## src/rtl/mem_port_arbiter.sv

```systemverilog
// Shares one memory port between the instruction and data requesters: each request
// is parked in a per-port holding register and issued one at a time, round-robin.
module mem_port_arbiter (
    input  logic        rst,
    input  logic        clk,
    input  logic        imem_valid_i,
    input  logic        imem_fence_i,
    input  logic [31:0] imem_addr_i,
    input  logic [31:0] imem_wdata_i,
    input  logic [3:0]  imem_wstrb_i,
    output logic        imem_ready_o,
    output logic [31:0] imem_rdata_o,
    input  logic        dmem_valid_i,
    input  logic        dmem_fence_i,
    input  logic [31:0] dmem_addr_i,
    input  logic [31:0] dmem_wdata_i,
    input  logic [3:0]  dmem_wstrb_i,
    output logic        dmem_ready_o,
    output logic [31:0] dmem_rdata_o,
    output logic        mem_valid_o,
    output logic        mem_instr_o,
    output logic        mem_fence_o,
    output logic [31:0] mem_addr_o,
    output logic [31:0] mem_wdata_o,
    output logic [3:0]  mem_wstrb_o,
    input  logic        mem_ready_i,
    input  logic [31:0] mem_rdata_i
);
    // state  | meaning
    // IDLE   | no transaction open; arbitrate and issue in the same cycle
    // BUSY_I | instruction request on the memory port, waiting for ready
    // BUSY_D | data request on the memory port, waiting for ready
    localparam int         REQ_W  = 69;
    localparam logic [1:0] IDLE   = 2'd0;
    localparam logic [1:0] BUSY_I = 2'd1;
    localparam logic [1:0] BUSY_D = 2'd2;
    localparam logic       GNT_I  = 1'b0;
    localparam logic       GNT_D  = 1'b1;

    logic [1:0]       state_q, state_d;
    logic             last_grant_q, last_grant_d;
    logic             pend_i_vld_q, pend_i_vld_d;
    logic             pend_d_vld_q, pend_d_vld_d;
    logic [REQ_W-1:0] pend_i_q, pend_i_d;
    logic [REQ_W-1:0] pend_d_q, pend_d_d;
    logic [REQ_W-1:0] cur_q, cur_d;

    logic [REQ_W-1:0] fresh_i, fresh_d;
    logic [REQ_W-1:0] req_i, req_d, issue_req;
    logic             idle, busy_i, busy_d;
    logic             cand_i, cand_d, grant_i, grant_d;

    // Request bundle layout: {fence, addr, wdata, wstrb}; mem_instr comes from the grant.
    assign fresh_i = {imem_fence_i, imem_addr_i, imem_wdata_i, imem_wstrb_i};
    assign fresh_d = {dmem_fence_i, dmem_addr_i, dmem_wdata_i, dmem_wstrb_i};
    assign req_i   = pend_i_vld_q ? pend_i_q : fresh_i;
    assign req_d   = pend_d_vld_q ? pend_d_q : fresh_d;

    assign idle    = (state_q == IDLE);
    assign busy_i  = (state_q == BUSY_I);
    assign busy_d  = (state_q == BUSY_D);
    assign cand_i  = idle & (pend_i_vld_q | imem_valid_i);
    assign cand_d  = idle & (pend_d_vld_q | dmem_valid_i);
    // On a tie the side that did not win last time goes first.
    assign grant_d = cand_d & (~cand_i | (last_grant_q == GNT_I));
    assign grant_i = cand_i & ~grant_d;
    assign issue_req = grant_d ? req_d : req_i;

    always_comb begin
        mem_valid_o = 1'b0;
        mem_instr_o = 1'b0;
        {mem_fence_o, mem_addr_o, mem_wdata_o, mem_wstrb_o} = '0;
        if (grant_i | grant_d) begin
            mem_valid_o = 1'b1;
            mem_instr_o = grant_i;
            {mem_fence_o, mem_addr_o, mem_wdata_o, mem_wstrb_o} = issue_req;
        end else if (busy_i | busy_d) begin
            mem_valid_o = 1'b1;
            mem_instr_o = busy_i;
            {mem_fence_o, mem_addr_o, mem_wdata_o, mem_wstrb_o} = cur_q;
        end
    end

    assign imem_ready_o = busy_i & mem_ready_i;
    assign dmem_ready_o = busy_d & mem_ready_i;
    assign imem_rdata_o = imem_ready_o ? mem_rdata_i : 32'd0;
    assign dmem_rdata_o = dmem_ready_o ? mem_rdata_i : 32'd0;

    always_comb begin
        state_d      = state_q;
        last_grant_d = last_grant_q;
        cur_d        = cur_q;
        pend_i_vld_d = pend_i_vld_q;
        pend_i_d     = pend_i_q;
        pend_d_vld_d = pend_d_vld_q;
        pend_d_d     = pend_d_q;

        case (state_q)
            IDLE: begin
                if (grant_i) begin
                    state_d      = BUSY_I;
                    last_grant_d = GNT_I;
                    cur_d        = issue_req;
                end else if (grant_d) begin
                    state_d      = BUSY_D;
                    last_grant_d = GNT_D;
                    cur_d        = issue_req;
                end
            end
            BUSY_I, BUSY_D: begin
                if (mem_ready_i) state_d = IDLE;
            end
            default: state_d = IDLE;
        endcase

        // A port that is pending, owns the bus, or is being granted ignores valid.
        if (grant_i) begin
            pend_i_vld_d = 1'b0;
        end else if (imem_valid_i & ~pend_i_vld_q & ~busy_i) begin
            pend_i_vld_d = 1'b1;
            pend_i_d     = fresh_i;
        end

        if (grant_d) begin
            pend_d_vld_d = 1'b0;
        end else if (dmem_valid_i & ~pend_d_vld_q & ~busy_d) begin
            pend_d_vld_d = 1'b1;
            pend_d_d     = fresh_d;
        end
    end

    always_ff @(posedge clk) begin
        if (!rst) begin
            state_q      <= IDLE;
            last_grant_q <= GNT_I;
            pend_i_vld_q <= 1'b0;
            pend_d_vld_q <= 1'b0;
            pend_i_q     <= '0;
            pend_d_q     <= '0;
            cur_q        <= '0;
        end else begin
            state_q      <= state_d;
            last_grant_q <= last_grant_d;
            pend_i_vld_q <= pend_i_vld_d;
            pend_d_vld_q <= pend_d_vld_d;
            pend_i_q     <= pend_i_d;
            pend_d_q     <= pend_d_d;
            cur_q        <= cur_d;
        end
    end
endmodule

```

## config.mk

```make
export PLATFORM = sky130hd
export DESIGN_NAME = mem_port_arbiter
export DESIGN_NICKNAME = d
export VERILOG_FILES = /design/src/rtl/mem_port_arbiter.sv
export SDC_FILE = /design/constraint.sdc
export NUM_CORES = 1
export LEC_CHECK = 0
export CORE_ASPECT_RATIO = 0.75
export CORE_MARGIN = 4
export CORE_UTILIZATION = 50
export CTS_CLUSTER_SIZE = 25
export DETAILED_ROUTE_END_ITERATION = 12
export GPL_ROUTABILITY_DRIVEN = 0
export GPL_TIMING_DRIVEN = 0
export PLACE_DENSITY_LB_ADDON = 0.08
export SYNTH_ARGS = -nofsm -noshare
export SYNTH_HDL_FRONTEND = slang
export SYNTH_SLANG_ARGS = --single-unit
```

## constraint.sdc

```tcl
create_clock -name clk -period 5.34 [get_ports clk]
set_input_delay 0.534 -clock clk [delete_from_list [all_inputs] [get_ports clk]]
set_output_delay 0.534 -clock clk [all_outputs]
set_load 0.02 [all_outputs]
```

== Yosys cells after proc, flatten, opt, wreduce, memory -nomap -nowiden ==
Cells that the tools add are included.

* Order comparisons: 0
* Bitwise operators: 24
* Shifts and indexed selects: 0
* $add $sub $neg: 0
* Eq/ne operators: 4
* Reduce and logical (&&, ||, !) cells: 9
* Divide/modulo/power cells: 0
* Multipliers: 0
* Muxes and demuxes: 25

{| class="wikitable"
|+ Operators with widths
! operator !! number
|-
| two-way mux 69 bit || 5
|-
| two-way mux 32 bit || 6
|-
| bitwise AND 1 bit || 10
|-
| inverter 1 bit || 9
|-
| two-way mux 1 bit || 8
|-
| two-way mux 4 bit || 2
|-
| AND reduction 2 bit || 4
|-
| two-way mux 2 bit || 3
|-
| OR reduction 2 bit || 3
|-
| bitwise OR 1 bit || 5
|-
| one-hot mux 2 bit (2 select lines) || 1
|-
| inequality test 3 x 1 -> 1 bit, second input constant || 1
|-
| == test 2 x 1 -> 1 bit, second input constant || 1
|-
| == test 2 bit, second input constant || 1
|-
| zero test 2 bit || 1
|-
| inequality test 2 bit, second input constant || 1
|-
| nonzero test 2 bit || 1
|}

* ROM bits: 0
* Memories kept: 0
* Input bits: 175
* Bits in latches: 0
* Logic and storage cells: 69
* Flip-flop bits (word level): 212
* RAM bits: 0

== Longest topological paths before layout ==
* Depth in word-level cells: 9
* Depth in mapped cells: 9
* Gate-level depth less buffers: 6

== Least setup slack after synthesis ==
Ideal clock, no wire load.

* Path type: input to output
* From: input dmem_valid_i
* To: output mem_addr_o[10]
* Stages on the path: 7
* Setup slack: 2884 ps
* Data arrival time: 1922 ps
* Buffers on the path: 3
* Cells stage by stage: o41ai_2 > and2_1 > clkbuf_1 > buf_2 > buf_4 > nand2_1 > o21ai_1

* Word-level cells in the longest chain between the ends: 7
* Elaborated cells between the ends (all ways): 8
* Classes of those cells: mux (2); bitwise (6)

{| class="wikitable"
|+ Ends and longest elaborated chain
! element !! line !! source
|-
| start, declared || 13 || <nowiki>input logic dmem_valid_i,</nowiki>
|-
| bitwise OR 1 bit (*) || 63 || <nowiki>assign cand_d = idle & (pend_d_vld_q | dmem_valid_i);</nowiki>
|-
| bitwise AND 1 bit (*) || 63 ||
|-
| bitwise AND 1 bit (*) || 65 || <nowiki>assign grant_d = cand_d & (~cand_i | (last_grant_q == GNT_I));</nowiki>
|-
| inverter 1 bit (no line) || - ||
|-
| bitwise AND 1 bit || 66 || <nowiki>assign grant_i = cand_i & ~grant_d;</nowiki>
|-
| bitwise OR 1 bit || 73 || <nowiki>if (grant_i | grant_d) begin</nowiki>
|-
| two-way mux 32 bit (*) || 73 ||
|-
| end, declared || 23 || <nowiki>output logic [31:0] mem_addr_o,</nowiki>
|}

Mark *: on every way between the ends. The rest lies on a longest branch, timed or not.

== Worst setup path after layout ==
* From: input dmem_valid_i
* To: output mem_addr_o[18]

The elaborated chain is that of the path after synthesis.

==> run_results.csv <==
group,metric,value,unit
outcome,run_status,"finished, final reports clean",
clock_network,cts_tree,"built",
synth,number_of_enable_flip_flop_cells_after_synthesis,0,
synth,sequential_share_of_the_synthesized_area,39.38,%
clock_network,numCtsBuffers,22,
worst_setup_path,required,4.81,ns
finish,design_area,0.01502,mm²
floorplan,start_util,50.89,%
floorplan,coreArea,0.02118,mm²
route,m1WireLength,16280,µm
power,p_comb_share,53.5,%
worst_setup_path,critPathLaunchType,"input pin",
sta,rsz0062_at_grt,"no",
route,routed.top_layer,"met4",
worst_setup_path,worstPathMaxFanout,10,
route,drt-initial-drc-count,681,
floorplan,std_cell_rows,46,
route,routed-wl-met3,2519,µm
synth,synthFlopType,"sky130_fd_sc_hd__dfxtp_1",
sta,timing.final.crit_share,79.96,%
power,cellInternalPower,5006,µW
route,postRouteAntennaNets,0,
clock_network,cts_hold_buffers,0,
clock_network,clock_sinks,212,
power,total_power,8419,µW
worst_setup_path,endpoint_kind,"output port",
clock_network,htree_num_levels,1,
sta,drv_slew,0,
finish,leading_cell_type_in_the_layout_fill_and_taps_excluded,"sky130_fd_sc_hd__clkdlybuf4s50_1",
power,cellLeakagePower,0.005697,µW
power,power_density,560.5,mW/mm²
route,routed-wl-met2,15520,µm
synth,post_synth_num_cell_types,31,
global_routing,antenna_found_initial,0,
synth,synth_fp_nets,1358,
power,worst_ir_drop_vdd,348.0,µV
worst_setup_path,critPathKind,"in -> out",
worst_setup_path,crit_arrival,3.74,ns
placement,dpl.hpwl,25790,µm
power,power.switching_fraction,40.54,%
route,detailedRoute.firstPassIterationCount,5,
sta,setup_tns,0,ns
clock_network,clk-insertion-delay-late,0.50,ns
global_routing,grt_pass1_wl,53790,µm
clock_network,cts_root_buffer,"sky130_fd_sc_hd__clkbuf_16",
clock_network,register_clock_pin_slew_on_the_reported_worst_setup_and_hold_paths,0.06,ns
synth,syn_area_per_cell,9.142,µm²
power,share_seq_of_total_power,26.8,%
clock_network,ctsResizeCount,0,
route,routed_wl,34950,µm
floorplan,io_pins,312,
clock_network,clock_tree.buffer_depth,3,
synth,synth_warnings,0,
floorplan,dieHeight,135.2,µm
sta,layout_min_cycle_time,4.270,ns
floorplan,die_area,0.02399,mm²
sta,timing.slew.headroom,48.90,%
global_routing,pin_count_of_the_biggest_net_entering_global_routing,15,
synth,syn_area,0.01078,mm²
floorplan,die_width,177.5,µm
global_routing,global_route.usage.total,27.92,%
global_routing,via_count_of_the_first_global_routing_pass,9819,
hold_path,worst_hold_path_type,"reg -> reg",
finish,drive_above_1_share,7.143,%
sta,fmax,234.2,MHz
synth,postSynthRegisterBits,212,
finish,num-nets-final,1692,
finish,layout.filler_cells,1699,
sta,final-hold-violation-count,0,
run,max_cap_violations,0,
route,vias,10030,
finish,layout.cells.most_common_list,"310 x sky130_fd_sc_hd__clkdlybuf4s50_1, 276 x sky130_fd_sc_hd__mux2i_1, 212 x sky130_fd_sc_hd__dfxtp_1",
finish,post-route-util,70.92,%
placement,io_buffers,310,
synth,postSynthCellCount,1179,
power,pwr-share-clk,19.8,%
global_routing,grt_overflow_total,0,
sta,final-setup-viol-count,0,
power,net_switching,3413,µW
sta,worst_slew_pin_slew,0.7582,ns
route,routedWlPerCell,19.26,µm
route,route.detailed.drc,0,
finish,areaGrowthSynthToFinish,39.37,%
clock_network,post_cts_buffers,0,
sta,timing.clock.skew,0.01589,ns
route,detail_route.vias_per_cell,5.526,
placement,dpl-instance-area,0.01424,mm²
synth,async_flop_share,0,%
## flip-flops by register name (all words and copies together) (netlist names)
signal        cells
cur_q            69
last_grant_q      1
state_q           2
pend_d_vld_q      1
pend_i_q         69
pend_i_vld_q      1
pend_d_q         69
## cells in the mapped netlist, types with 2 or more instances
cell type,number,share of area [%]
sky130_fd_sc_hd__dfxtp_1,212,39
sky130_fd_sc_hd__mux2_2,21,2.2
sky130_fd_sc_hd__a21oi_1,3,0.14
sky130_fd_sc_hd__buf_4,13,0.91
sky130_fd_sc_hd__buf_1,5,0.17
sky130_fd_sc_hd__o21a_1,3,0.21
sky130_fd_sc_hd__and2_1,3,0.17
sky130_fd_sc_hd__nand3_1,69,3.2
sky130_fd_sc_hd__o32ai_1,2,0.16
sky130_fd_sc_hd__clkbuf_1,51,1.8
sky130_fd_sc_hd__mux2i_1,276,26
sky130_fd_sc_hd__mux2_1,48,5.0
sky130_fd_sc_hd__and3_1,64,3.7
sky130_fd_sc_hd__buf_2,33,1.5
sky130_fd_sc_hd__inv_1,5,0.17
sky130_fd_sc_hd__ha_1,4,0.46
sky130_fd_sc_hd__nand2b_1,2,0.12
sky130_fd_sc_hd__buf_6,3,0.31
sky130_fd_sc_hd__nand2_1,72,2.5
sky130_fd_sc_hd__nor2_1,142,4.9
sky130_fd_sc_hd__o21ai_1,138,6.4
## critical path, stage by stage
cell and delay (ns):
sky130_fd_sc_hd__clkdlybuf4s50_1 0.48, sky130_fd_sc_hd__o41ai_2 0.71, sky130_fd_sc_hd__and2_1 0.23, sky130_fd_sc_hd__clkbuf_1 0.33, sky130_fd_sc_hd__buf_2 0.34, sky130_fd_sc_hd__buf_4 0.23
sky130_fd_sc_hd__nand2_1 0.07, sky130_fd_sc_hd__o21ai_1 0.15, sky130_fd_sc_hd__clkdlybuf4s50_1 0.66
## power by group through the flow
stage | clock network [µW] | logic (µW) | registers [µW]
final | 1660 | 4500 | 2250
after global routing | 1740 | 4800 | 2300
after CTS | 1680 | 4490 | 2250
after detailed placement | 0 | 4450 | 2270
after global placement | 0 | 4410 | 2250
after floorplan | 0 | 2780 | 2220
## path summary, 6_finish.rpt
| kind | endpoint | start | depth (start not counted) | slack, ns |
|---|---|---|---|---|
| max | mem_addr_o[18] | dmem_valid_i | 9 | 1.07 |
| min reg2reg | cur_q[29] | cur_q[29] | 2 | 0.46 |
| max reg2reg | cur_q[66] | pend_d_vld_q | 6 | 2.97 |
| min | cur_q[29] | cur_q[29] | 2 | 0.46 |
## layer usage
layer / GRT usage (%) / up-vias
met5: 0 / -
met4: 5.281 / 0
met3: 4.576 / 45
met2: 43.80 / 362
met1: 41.04 / 4825
li1: - / 4798
## layout make-up
type,instances,area (µm²),area share [%]
clock buffer,30,641.9,4.273
antenna,1,2.502,0.01666
inverter,6,22.52,0.1499
sequential,212,4244,28.25
buffer,106,521.8,3.474
clock inverter,7,135.1,0.8996
multi-input combinational,855,5989,39.87
timing repair buffer,310,3103,20.66
tap,288,360.3,2.399
## stage by stage
step,hold WS [ns],cells,setup WS [ns]
after floorplan,0.4412,1179,2.884
after global placement,0.4475,1777,1.001
after detailed placement,0.4531,1777,1.114
after CTS,0.4611,1814,1.092
after global routing,0.4789,1814,0.8568
final,0.4589,1815,1.070
## cells by family (layout without fill, tap and decap cells)
group                    after synthesis  count (layout)  synth area share (%)
flip-flops                           212             212                 39.38
AND/OR/NAND/NOR                      354             354                 14.78
multiplexers                         345             345                 32.84
adder cells (fa/ha/maj)                4               4                0.4644
buffers and inverters                112             459                 5.050
AO/OA/AOI/OAI                        152             152                 7.488
other                                  0               1                     0
(Power assumes the default switching activity.)
